==> config.mk <==
export PLATFORM = sky130hd
export DESIGN_NAME = cu_read_command_arbiter_rr
export DESIGN_NICKNAME = d
export VERILOG_FILES = /design/src/rtl/cu_read_command_arbiter_rr.sv
export SDC_FILE = /design/constraint.sdc
export NUM_CORES = 2
export LEC_CHECK = 0
export CAP_MARGIN = 20
export CORE_MARGIN = 3
export CORE_UTILIZATION = 40
export DETAILED_ROUTE_END_ITERATION = 10
export PLACE_DENSITY = 0.7
export SKIP_LAST_GASP = 1
export SYNTH_ARGS = -nofsm -noshare
export SYNTH_HDL_FRONTEND = slang
export SYNTH_SLANG_ARGS = --single-unit
==> constraint.sdc <==
create_clock -name clock -period 17.05 [get_ports clock]
set_input_delay 2.5575 -clock clock [delete_from_list [all_inputs] [get_ports clock]]
set_output_delay 2.5575 -clock clock [all_outputs]
set_load 0.05 [all_outputs]
==> src/rtl/cu_read_command_arbiter_rr.sv <==
// Round-robin arbiter sharing one downstream read command buffer among per-lane command FIFOs.
// Latency: 3 cycles command_in -> command_out; pops stall while downstream alfull is high.
package cu_read_command_arbiter_rr_pkg;

  typedef struct packed {
    logic [7:0] cu_id;
    logic [7:0] real_size;
  } cmd_meta_t;

  typedef struct packed {
    logic        valid;
    logic [63:0] address;
    logic [31:0] size;
    logic [3:0]  command;
    cmd_meta_t   cmd;
    logic [1:0]  abt;
  } command_buffer_line_t;

  typedef struct packed {
    logic valid;
    logic alempty;
    logic empty;
    logic alfull;
    logic full;
  } buffer_status_t;

endpackage

// Generic synchronous FIFO; head is visible combinationally, count includes the head.
// Caller guarantees no push when full unless popping in the same cycle.
module cu_rd_arb_fifo #(
  parameter int WIDTH = 8,
  parameter int DEPTH = 8
) (
  input  logic                     clock,
  input  logic                     rstn,
  input  logic                     push,
  input  logic [WIDTH-1:0]         push_dat,
  input  logic                     pop,
  output logic [WIDTH-1:0]         head_dat,
  output logic [$clog2(DEPTH):0]   count
);
  localparam int AW = $clog2(DEPTH);
  localparam int CW = AW + 1;

  logic [WIDTH-1:0] mem [DEPTH];
  logic [AW-1:0]    wr_ptr;
  logic [AW-1:0]    rd_ptr;

  always_ff @(posedge clock or negedge rstn) begin
    if (!rstn) begin
      wr_ptr <= '0;
      rd_ptr <= '0;
      count  <= '0;
    end else begin
      if (push) wr_ptr <= wr_ptr + AW'(1);
      if (pop)  rd_ptr <= rd_ptr + AW'(1);
      count <= count + CW'(push) - CW'(pop);
    end
  end

  always_ff @(posedge clock) begin
    if (push) mem[wr_ptr] <= push_dat;
  end

  assign head_dat = mem[rd_ptr];
endmodule

module cu_read_command_arbiter_rr
  import cu_read_command_arbiter_rr_pkg::*;
#(
  parameter int NUM_REQUESTORS     = 4,
  parameter int LANE_FIFO_DEPTH    = 8,
  parameter int LANE_ALFULL_MARGIN = 3
) (
  input  logic                      clock,
  input  logic                      rstn,
  input  logic                      enabled_in,
  input  command_buffer_line_t      command_in [NUM_REQUESTORS],
  input  buffer_status_t            command_buffer_status_in,
  output buffer_status_t            lane_status_out [NUM_REQUESTORS],
  output command_buffer_line_t      command_out,
  output logic [NUM_REQUESTORS-1:0] grant_out,
  output logic [31:0]               commands_issued_out,
  output logic [NUM_REQUESTORS-1:0] overflow_error_out
);
  localparam int N  = NUM_REQUESTORS;
  localparam int LW = $clog2(N);
  localparam int CW = $clog2(LANE_FIFO_DEPTH) + 1;
  localparam int FW = $bits(command_buffer_line_t);
  localparam logic [CW-1:0] DEPTH_C  = CW'(LANE_FIFO_DEPTH);
  localparam logic [CW-1:0] ALFULL_C = CW'(LANE_FIFO_DEPTH - LANE_ALFULL_MARGIN);
  localparam logic [N-1:0]  ONE_HOT0 = {{(N-1){1'b0}}, 1'b1};

  logic                 enabled;
  command_buffer_line_t in_reg [N];
  logic [FW-1:0]        head_dat [N];
  logic [CW-1:0]        count [N];
  logic [CW-1:0]        count_next [N];
  logic [N-1:0]         push;
  logic [N-1:0]         pop;
  logic [N-1:0]         drop;
  logic                 grant_vld;
  logic [LW-1:0]        grant_idx;
  logic [LW-1:0]        rr_ptr;
  logic                 unused_status;

  // Only alfull of the downstream status drives behaviour.
  assign unused_status = ^{command_buffer_status_in.valid, command_buffer_status_in.alempty,
                           command_buffer_status_in.empty, command_buffer_status_in.full};

  function automatic buffer_status_t lane_status(input logic [CW-1:0] c);
    buffer_status_t s;
    s        = '0;
    s.empty  = (c == '0);
    s.full   = (c == DEPTH_C);
    s.alfull = (c >= ALFULL_C);
    return s;
  endfunction

  // rr_ptr holds the first lane to search, i.e. last grant + 1.
  always_comb begin
    grant_vld = 1'b0;
    grant_idx = '0;
    if (enabled && !command_buffer_status_in.alfull) begin
      for (int k = 0; k < N; k++) begin
        if (!grant_vld && count[LW'((int'(rr_ptr) + k) % N)] != '0) begin
          grant_vld = 1'b1;
          grant_idx = LW'((int'(rr_ptr) + k) % N);
        end
      end
    end
  end

  // A full lane still accepts a push in the cycle its head is popped.
  always_comb begin
    push = '0;
    pop  = '0;
    drop = '0;
    for (int i = 0; i < N; i++) begin
      pop[i]        = grant_vld && (grant_idx == LW'(i));
      push[i]       = enabled && in_reg[i].valid && (count[i] < DEPTH_C || pop[i]);
      drop[i]       = enabled && in_reg[i].valid && !push[i];
      count_next[i] = count[i] + CW'(push[i]) - CW'(pop[i]);
    end
  end

  for (genvar g = 0; g < N; g++) begin : g_lane
    cu_rd_arb_fifo #(
      .WIDTH (FW),
      .DEPTH (LANE_FIFO_DEPTH)
    ) u_fifo (
      .clock    (clock),
      .rstn     (rstn),
      .push     (push[g]),
      .push_dat (in_reg[g]),
      .pop      (pop[g]),
      .head_dat (head_dat[g]),
      .count    (count[g])
    );
  end

  always_ff @(posedge clock or negedge rstn) begin
    if (!rstn) begin
      enabled             <= 1'b0;
      rr_ptr              <= '0;
      command_out         <= '0;
      grant_out           <= '0;
      commands_issued_out <= '0;
      overflow_error_out  <= '0;
      for (int i = 0; i < N; i++) begin
        in_reg[i]          <= '0;
        lane_status_out[i] <= lane_status('0);
      end
    end else begin
      enabled            <= enabled_in;
      overflow_error_out <= overflow_error_out | drop;
      for (int i = 0; i < N; i++) begin
        in_reg[i]          <= command_in[i];
        lane_status_out[i] <= lane_status(count_next[i]);
      end
      if (grant_vld) begin
        // Stored entries always carry valid=1, so the head passes through as-is.
        command_out         <= command_buffer_line_t'(head_dat[grant_idx]);
        grant_out           <= ONE_HOT0 << grant_idx;
        commands_issued_out <= commands_issued_out + 32'd1;
        rr_ptr              <= (grant_idx == LW'(N - 1)) ? '0 : grant_idx + LW'(1);
      end else if (!enabled) begin
        command_out.valid <= 1'b0;
        grant_out         <= '0;
      end else begin
        command_out <= '0;
        grant_out   <= '0;
      end
    end
  end
endmodule

==> results.tsv <==
stage	metric	value	unit
outcome	status	completed	
route	viasPerCell	5.53	
clocking	clock_latency	0.97	ns
clocking	cts.sinks	4498	
cells_and_area	final_cells	14200	
power	power_density	152	nW/um^2
timing	fin_crit_sh	0.472	
place	gp_congestion	0.822	
power	pwr-share-seq	0.455	
logic_synthesis	synthTopCellsByArea	edfxtp_1 (69%), dfrtp_1 (10%), mux4_2 (9.8%)	
logic_synthesis	avgSynthCellArea	21.9	um^2
min_path	hp-class	flop to flop	
route	drc	0	
power	power_switching	8.55	mW
global_routing	grt_pass1_vias	78400	
setup_path	cp_data_arrival_time	8.59	ns
logic_synthesis	yosysWarnings	0	
global_routing	antenna_found_initial	74	
logic_synthesis	synth-edff-count	3808	
logic_synthesis	ys.flop_type	edfxtp_1	
route	drt_iter0_markers	8591	
timing	hold_viol_final	0	
clocking	cts-root-buf	clkbuf_16	
floorplanning	coreArea	410000	um^2
timing	setup_viol	0	
timing	finalCriticalPeriod	8.04	ns
setup_path	cp_max_fo	51	
logic_synthesis	synth_top_area_cell	edfxtp_1	
floorplanning	start_util	0.402	
setup_path	cpMaxStageDelayCell	nor3b_2	
route	wl	418000	um
global_routing	overflow	0	
power	intPower	20.7	mW
route	detail_route.first_pass.iterations	5	
power	pwr-share-comb	0.225	
floorplanning	fp.dieH	649	um
global_routing	grt_pass1_wl	588000	um
logic_synthesis	ys_types	47	
power	p_clk_frac	0.321	
global_routing	grt_max_degree	139	
power	switching_share	0.293	
clocking	cts-resized-gates	0	
timing	slew_violations	0	
global_routing	track_usage	0.195	
logic_synthesis	synth_fa_ha_area_frac	0.00268	
logic_synthesis	synth_top_family_by_area	multiplexers	
timing	rsz0062_at_grt	false	
setup_path	worst_setup_path_start_kind	input port	
setup_path	path_common_cell	buf_4	
logic_synthesis	synth_compound_area_frac	0.0331	
floorplanning	rows	235	
logic_synthesis	ys_seq_area_frac	0.797	
logic_synthesis	synth_area	165000	um^2
timing	slew_headroom	0.0516	
place	numPortBuffers	650	
clocking	cts_buffers	415	
cells_and_area	drive_above_1_share	0.180	
setup_path	cp_data_required_time	17.59	ns
route	vias	78500	
logic_synthesis	ys_seq_elements	4498	
timing	worst_slack	9.01	ns
setup_path	crit_type	input port to flop	
timing	clock.fmax	0.124	GHz
place	dp_cells	13400	
logic_synthesis	synth_xor_area_frac	0.00313	
timing	worstMarginPinSlew	1.42	ns
cells_and_area	most-common-layout-cells	edfxtp_1 (3808), mux2i_1 (815), mux4_2 (716)	
logic_synthesis	syn_inst	7526	
power	vdd_drop_max	129	uV
floorplanning	die_area	421000	um^2
logic_synthesis	synth_top_area_share	0.692	
clocking	cts_tree	done	
logic_synthesis	muxShareOfSynthArea	0.148	
setup_path	slowest_delay	0.85	ns
cells_and_area	final_nets	8843	
route	ant_nets	0	
setup_path	cp_cell_sequence	clkdlybuf4s50_1 > nand2b_1 > a41oi_4 > and2_4 > ha_1 > nand2_1 > a21oi_1 > nand2_1 > nor3b_2 > buf_4 > buf_4 > buf_4	
cells_and_area	final_common_cell	edfxtp_1	
clocking	ctsHoldBuffers	0	
route	wl_per_cell	29.5	um
cells_and_area	fin_util	0.469	
place	place_ws	7.98	ns
clocking	cts_setup_buffers	0	
setup_path	crit_path_end_kind	flop	
timing	skew	0.0507	ns
power	leakage	62.1	nW
clocking	clk_pin_slew	0.06	ns
clocking	clockBufferDepth	4	
floorplanning	die_w	649	um
clocking	htreeDepth	5	
place	place_hpwl	258000	um
cells_and_area	largest_reg_flops	3808	
logic_synthesis	synthSimpleGateAreaFrac	0.00554	
timing	tns	0	ns
logic_synthesis	synthArstFlopShare	0.153	
floorplanning	io_pins	663	
cells_and_area	area_growth	16.7	%
flow_run	drv_cap	0	
layout make-up:
type / count / area, um^2
Sequential cell: 4498 / 132000
Timing Repair Buffer: 786 / 7880
Multi-Input combinational cell: 2584 / 32000
Clock buffer: 594 / 11800
Fill cell: 33100 / 218000
Inverter: 41 / 158
Tap cell: 5451 / 6820
Antenna cell: 53 / 133
Clock inverter: 190 / 2130
worst paths after layout:
kind,start,endpoint,slack [ns],depth (start not counted)
worst max-delay path,command_buffer_status_in[1],g_lane[3].u_fifo.mem[3][40],9.01,12
worst min-delay path,commands_issued_out[31],commands_issued_out[31],0.47,1
worst max register to register,g_lane[0].u_fifo.count[1],g_lane[3].u_fifo.mem[3][40],10.01,12
worst min register to register,commands_issued_out[31],commands_issued_out[31],0.47,1
max in group asynchronous,rstn,in_reg[240],11.91,5
min in group asynchronous,rstn,in_reg[33],1.58,1
per-layer routing:
metal | wire length [um] | global-route usage | vias to the layer above
met5 | 91 | 0 | -
met4 | 25800 | 0.111 | 14
met3 | 27200 | 0.0284 | 683
met2 | 195000 | 0.296 | 3368
met1 | 171000 | 0.271 | 41600
li1 | - | - | 32800
synthesized netlist by cell type (3+ instances only):
cell type and count:
clkbuf_1 316, o21ai_0 141, ha_1 29, and2_1 3
and3_1 8, inv_1 40, o22ai_1 133, nor2_1 35
dfstp_2 4, nor4_1 7, nand2b_1 12, mux2_2 9
dfrtp_1 686, mux4_2 716, nand3_1 11, buf_6 5
nor2b_1 15, nand2_1 58, xnor2_1 43, edfxtp_1 3808
nand4_1 8, a221o_1 119, or2_2 6, buf_4 13
mux2i_1 815, a211oi_1 236, nor3_1 14, a22oi_1 104
buf_2 8, fa_1 4, a21o_1 5, buf_1 68
nor3b_1 4, a21oi_1 10, xor2_1 16
power by group through the flow:
stage,registers [mW],logic [mW],clock network (mW)
6_report,13.3,6.56,9.36
5_1_grt,13.3,6.92,9.97
4_1_cts,13.3,6.61,9.53
3_5_place_dp,13.5,6.59,0
3_3_place_gp,13.5,6.52,0
2_1_floorplan,13.7,3.96,0
critical path: cells and delay by family:
| family | cells | cell delay [ns] |
|---|---|---|
| adders and majority gates | 1 | 0.14 |
| AOI/OAI and AO/OA | 2 | 1.27 |
| and+or+nand+nor | 5 | 1.90 |
| buffers and inverters | 4 | 2.52 |
stage by stage:
| step | total power, mW | hold WS [ns] | instance area [um^2] |
|---|---|---|---|
| after global routing | 30.2 | 0.492 | 193000 |
| after detailed placement | 20.1 | 0.473 | 179000 |
| final | 29.2 | 0.473 | 193000 |
| after floorplan | 17.7 | 0.480 | 165000 |
| after global placement | 20.0 | 0.458 | 178000 |
| after CTS | 29.4 | 0.475 | 192000 |
kinds of logic after synthesis:
group,Yosys count
flops,4498
mux,1540
compound gates,758
buf+inv,451
simple gates,186
xor+xnor,59
fa+ha+maj,33
other cells,1
Power figures use the tool's default switching activity.
